==> config.mk <==
export PLATFORM = sky130hd
export DESIGN_NAME = clock_gen
export DESIGN_NICKNAME = d
export VERILOG_FILES = /design/src/rtl/clock_gen.sv
export SDC_FILE = /design/constraint.sdc
export NUM_CORES = 1
export LEC_CHECK = 0
export CORE_MARGIN = 10
export CORE_UTILIZATION = 59
export CTS_CLUSTER_DIAMETER = 120
export DETAILED_ROUTE_END_ITERATION = 10
export GPL_ROUTABILITY_DRIVEN = 0
export GPL_TIMING_DRIVEN = 0
export PLACE_DENSITY = 0.8
export SETUP_SLACK_MARGIN = 0.02
export SYNTH_ARGS = -nofsm -noshare
export SYNTH_HDL_FRONTEND = slang
export SYNTH_SLANG_ARGS = --single-unit
==> constraint.sdc <==
create_clock -name CLK -period 3.7 [get_ports CLK]
set_clock_uncertainty 0.15 [all_clocks]
set_input_delay 0.555 -clock CLK [delete_from_list [all_inputs] [get_ports CLK]]
set_output_delay 0.555 -clock CLK [all_outputs]
set_load 0.1 [all_outputs]
==> src/rtl/clock_gen.sv <==
// clock_gen: NUM_CH independent programmable clock dividers producing 50% square waves and toggle ticks.
// Latency: clk_out/tick are registered; a divisor write takes effect from the edge after the write.
// Backpressure: none; en[i] low freezes a channel in place, and div_wr is a fire-and-forget strobe.
//
// Ports:
//   CLK      system clock, all logic on posedge
//   reset    asynchronous active-high reset (cnt=0, div=DIV_DEFAULT, outputs 0)
//   en       per-channel run enable
//   div_wr   one-cycle divisor write strobe; div_sel picks the channel, div_val the divisor
//   sync     (only with CLOCK_GEN_SYNC_EN) synchronous phase-align: clears cnt/clk_out/tick, keeps div
//   clk_out  per-channel divided clock, period 2*(div+1) CLK cycles
//   tick     per-channel one-cycle pulse on every clk_out toggle
//
// Optional feature macro: CLOCK_GEN_SYNC_EN (adds the sync input and its clear logic).
module clock_gen #(
  parameter int NUM_CH      = 2,
  parameter int CNT_W       = 20,
  parameter int DIV_DEFAULT = 500000
) (
  input  logic              CLK,
  input  logic              reset,
  input  logic [NUM_CH-1:0] en,
  input  logic              div_wr,
  input  logic [3:0]        div_sel,
  input  logic [CNT_W-1:0]  div_val,
`ifdef CLOCK_GEN_SYNC_EN
  input  logic              sync,
`endif
  output logic [NUM_CH-1:0] clk_out,
  output logic [NUM_CH-1:0] tick
);

  localparam logic [CNT_W-1:0] DIV_RST = CNT_W'(DIV_DEFAULT);
  localparam logic [CNT_W-1:0] CNT_ONE = CNT_W'(1);

  for (genvar i = 0; i < NUM_CH; i++) begin : g_ch
    logic [CNT_W-1:0] cnt;
    logic [CNT_W-1:0] div;
    logic             clk_q;
    logic             tick_q;
    logic             wr_hit;
    logic             terminal;

    // div_sel values at or above NUM_CH never match any channel, so such writes vanish.
    assign wr_hit   = div_wr && (div_sel == 4'(i));
    // '>=' rather than '==': a divisor shrunk below the running count ends the
    // period on the next edge instead of letting the counter wrap.
    assign terminal = (cnt >= div);

    always_ff @(posedge CLK or posedge reset) begin
      if (reset) begin
        cnt    <= '0;
        div    <= DIV_RST;
        clk_q  <= 1'b0;
        tick_q <= 1'b0;
      end else begin
        // The terminal test below reads the old div, so a new value governs from the next edge.
        if (wr_hit) begin
          div <= div_val;
        end
`ifdef CLOCK_GEN_SYNC_EN
        if (sync) begin
          cnt    <= '0;
          clk_q  <= 1'b0;
          tick_q <= 1'b0;
        end else
`endif
        if (en[i]) begin
          if (terminal) begin
            cnt    <= '0;
            clk_q  <= ~clk_q;
            tick_q <= 1'b1;
          end else begin
            cnt    <= cnt + CNT_ONE;
            tick_q <= 1'b0;
          end
        end else begin
          tick_q <= 1'b0;
        end
      end
    end

    assign clk_out[i] = clk_q;
    assign tick[i]    = tick_q;
  end

endmodule

==> summary.txt <==
Die
  – Row cnt: 32
  – Die area: 11,730 sq um
  – Core area: 7647 sq um
  – Die height: 108.3 um
  – Ports: 33
  – Starting density of the core: 60.18%
  – DIE WIDTH: 108.3 um

GRT
  – Grt ovf: 0
  – Tot GR Track Use: 16.94%
  – First-pass GRT wire length: 16,240 um
  – Initial antenna violation count: 0
  – Vias in the first global route: roughly 3,600
  – Largest net degree at the start of global routing: 76

Clock network
  – # clock sinks: 84
  – Worst-path clk slew: 80 ps
  – Clock Latency Late Sink: 350 ps
  – Clock Path Buffers: 2
  – Post-CTS sizing: 0
  – CTS tree: yes
  – Hold buffers post-CTS: 0
  – H-tree levels: 3
  – Inserted Clock Buffers: 9
  – Total setup buffers inserted after CTS: 0
  – Clock Root Buffer: clkbuf_8

STA
  – RSZ-0062 raised after global routing: false
  – Final period util: between 70% and 80%
  – Setup Viol. Count Final: 0
  – Max Freq: 0.3526 GHz
  – Max-Slew Margin vs Limit: 35.14%
  – Minimum clock period: 2836 ps
  – Hold Vio Cnt, Final: 0
  – Worst slew pin tran: 969.9 ps
  – Max Transition Viols Final: 0

Routing
  – DRC Markers: 0
  – Post-Route WL: 9355 um
  – Drt first pass iters: 4
  – Vias/cell: between 5 and 6
  – DR vias: 3,378
  – Antenna Nets Post-Route: 0
  – WL per Instance: 15.21 um
  – Initial drt markers: 120

Placement
  – Dpl cells: 600
  – DP HPWL: 7277 um
  – Port Buffers: 32

Synth
  – Post-synth EDFFs: 0
  – Netlist cell types: 42
  – Main synth FF type: dfrtp_1
  – Most common cell in the netlist: dfrtp_1
  – Syn Std Cell Area: about 4600 sq um
  – Synth cell count leaders: 70 x dfrtp_1, 48 x inv_1, 45 x nand2_1, 42 x ha_1, 40 x nor2_1
  – Ys Warns: 0
  – Register area share after synthesis: a little under half
  – Syn Nets: 536
  – Mapped Avg Cell Area: 9.897 sq um
  – Top cell type's share of synthesized area: 38.06%
  – Largest area contributor in the netlist: dfrtp_1
  – Cell count after synthesis: 465
  – Yosys reg bits: 84
  – Async S/R FF share, synth: 100.0%
  – Top post-synthesis cells by area: dfrtp_1 38%, ha_1 11%, dfstp_2 8.0%

Finish
  – NumNets Final: a little under 600
  – Finished Core Util: 69.08%
  – Layout cells sized above 1: 12.09%
  – Antenna cells: 0
  – Synthesis-to-layout area growth: 14.79%
  – Finished Layout Cells: 615

Power
  – Clk pwr share: 23.7%
  – Worst vdd ir: 0.3489 mV
  – Switching part of the total power: between 30% and 40%
  – P per Cell Area: about 530 nW/um^2
  – Logic pwr share: 30.4%
  – Cell Int Power: 1.872 mW
  – Psw: between 0.9 and 1 mW
  – Lkg Pwr: between 2 and 3 nW
  – Seq pwr share: 46.0%

Setup path
  – Startpoint Class: flip-flop
  – Crit-path max FO: 10
  – Reg2reg setup slack: 860 ps
  – Worst Setup End Kind: flip-flop
  – CP arrival: 2970 ps
  – Reg2reg start: g_ch[0].cnt[2]
  – Crit path kind: reg -> reg
  – Data required time at the worst endpoint: 3830 ps
  – Worst Setup SP: g_ch[0].cnt[2]

Outcome
  – Status: finished, final reports clean

Min path
  – HP Class: in -> async

Flow run
  – Max Cap Viol: 0
path summary, 6_finish.rpt:
check                            endpoint  depth (start not counted)
max in group asynchronous  g_ch[0].div[5]                          3
max reg2reg                g_ch[0].cnt[7]                          9
max                        g_ch[0].cnt[7]                          9
min                        g_ch[1].cnt[4]                          2
min reg2reg                 g_ch[1].clk_q                          1
min in group CLK            g_ch[1].clk_q                          1
kinds of logic (layout without fill, tap and decap cells):
group                      Yosys count  after routing  share of synthesized area, %
and+or+nand+nor                    149            149                         15.52
DFF                                 84             84                         46.06
AOI/OAI and AO/OA                   73             73                         9.924
buffers and inverters               65            113                         5.873
adders and majority gates           42             42                         11.42
xor gates and xnor gates            26             26                         4.948
muxes                               26             26                         6.253
placed cells by master (no fill, tap or decap), drive strengths merged, types with 6 or more instances in the layout:
| cell | instances |
|---|---|
| nor3 | 6 |
| dfrtp | 70 |
| mux2 | 22 |
| ha | 42 |
| nand4 | 9 |
| nor2 | 40 |
| xor2 | 14 |
| a21o | 8 |
| nand3 | 17 |
| buf | 9 |
| inv | 48 |
| nand2 | 45 |
| o2bb2ai | 7 |
| xnor2 | 12 |
| and3 | 8 |
| clkdlybuf4s50 | 32 |
| clkbuf | 23 |
| o21ai | 31 |
| dfstp | 14 |
| a21oi | 17 |
worst max-delay path: stages (launching register included):
cell and delay, ps:
dfrtp_1 450, ha_1 330, a211o_1 290, a31oi_1 170, o41ai_1 140, a2111oi_2 630
nor2b_1 90, buf_2 200, buf_2 200, nor2_1 120
metrics by stage:
| step | area [sq um] | hold WS [ps] | setup TNS [ps] | setup slack, ps | power, mW |
|---|---|---|---|---|---|
| detailed placement | 5080 | 308.0 | 0 | 845.3 | 2.164 |
| global route | 5283 | 325.0 | 0 | 616.6 | 3.016 |
| finish | 5283 | 304.0 | 0 | 863.9 | 2.807 |
| CTS | 5283 | 300.0 | 0 | 816.9 | 2.834 |
| floorplan | 4602 | 292.8 | 0 | 853.0 | 1.906 |
| global placement | 5050 | 307.5 | -25420 | -369.4 | 2.080 |
power groups by stage:
stage                     Combinational, mW  Sequential [mW]  Clock [mW]
after floorplan                       0.651             1.26           0
after global routing                  0.981             1.32       0.717
after global placement                0.791             1.29           0
final                                 0.852             1.29       0.664
after detailed placement              0.858             1.31           0
after CTS                             0.866             1.29       0.679
area by class of cell:
cell class / count / area (sq um)
multi-input cells: 316 / 2212
fillers: 570 / 2365
plain buffers: 17 / 90.09
flip-flops and latches: 84 / 2120
well taps: 102 / 127.6
inverters: 48 / 182.7
clock buffers: 14 / 172.7
clock inverters: 1 / 30.03
repair buffers: 33 / 347.8
state kept, by name, summed over array words and instances (netlist names):
name         count
g_ch.cnt        40
g_ch.div        40
g_ch.clk_q       2
g_ch.tick_q      2
layer usage:
layer  global-route usage, %  up-vias  wire length, um
met1                   18.67     1639             3962
met5                       0        -                0
met4                   4.896        0               96
met3                   3.510       12              266
li1                        -     1684                -
met2                   31.90       43             5029
(Power assumes the default switching activity.)
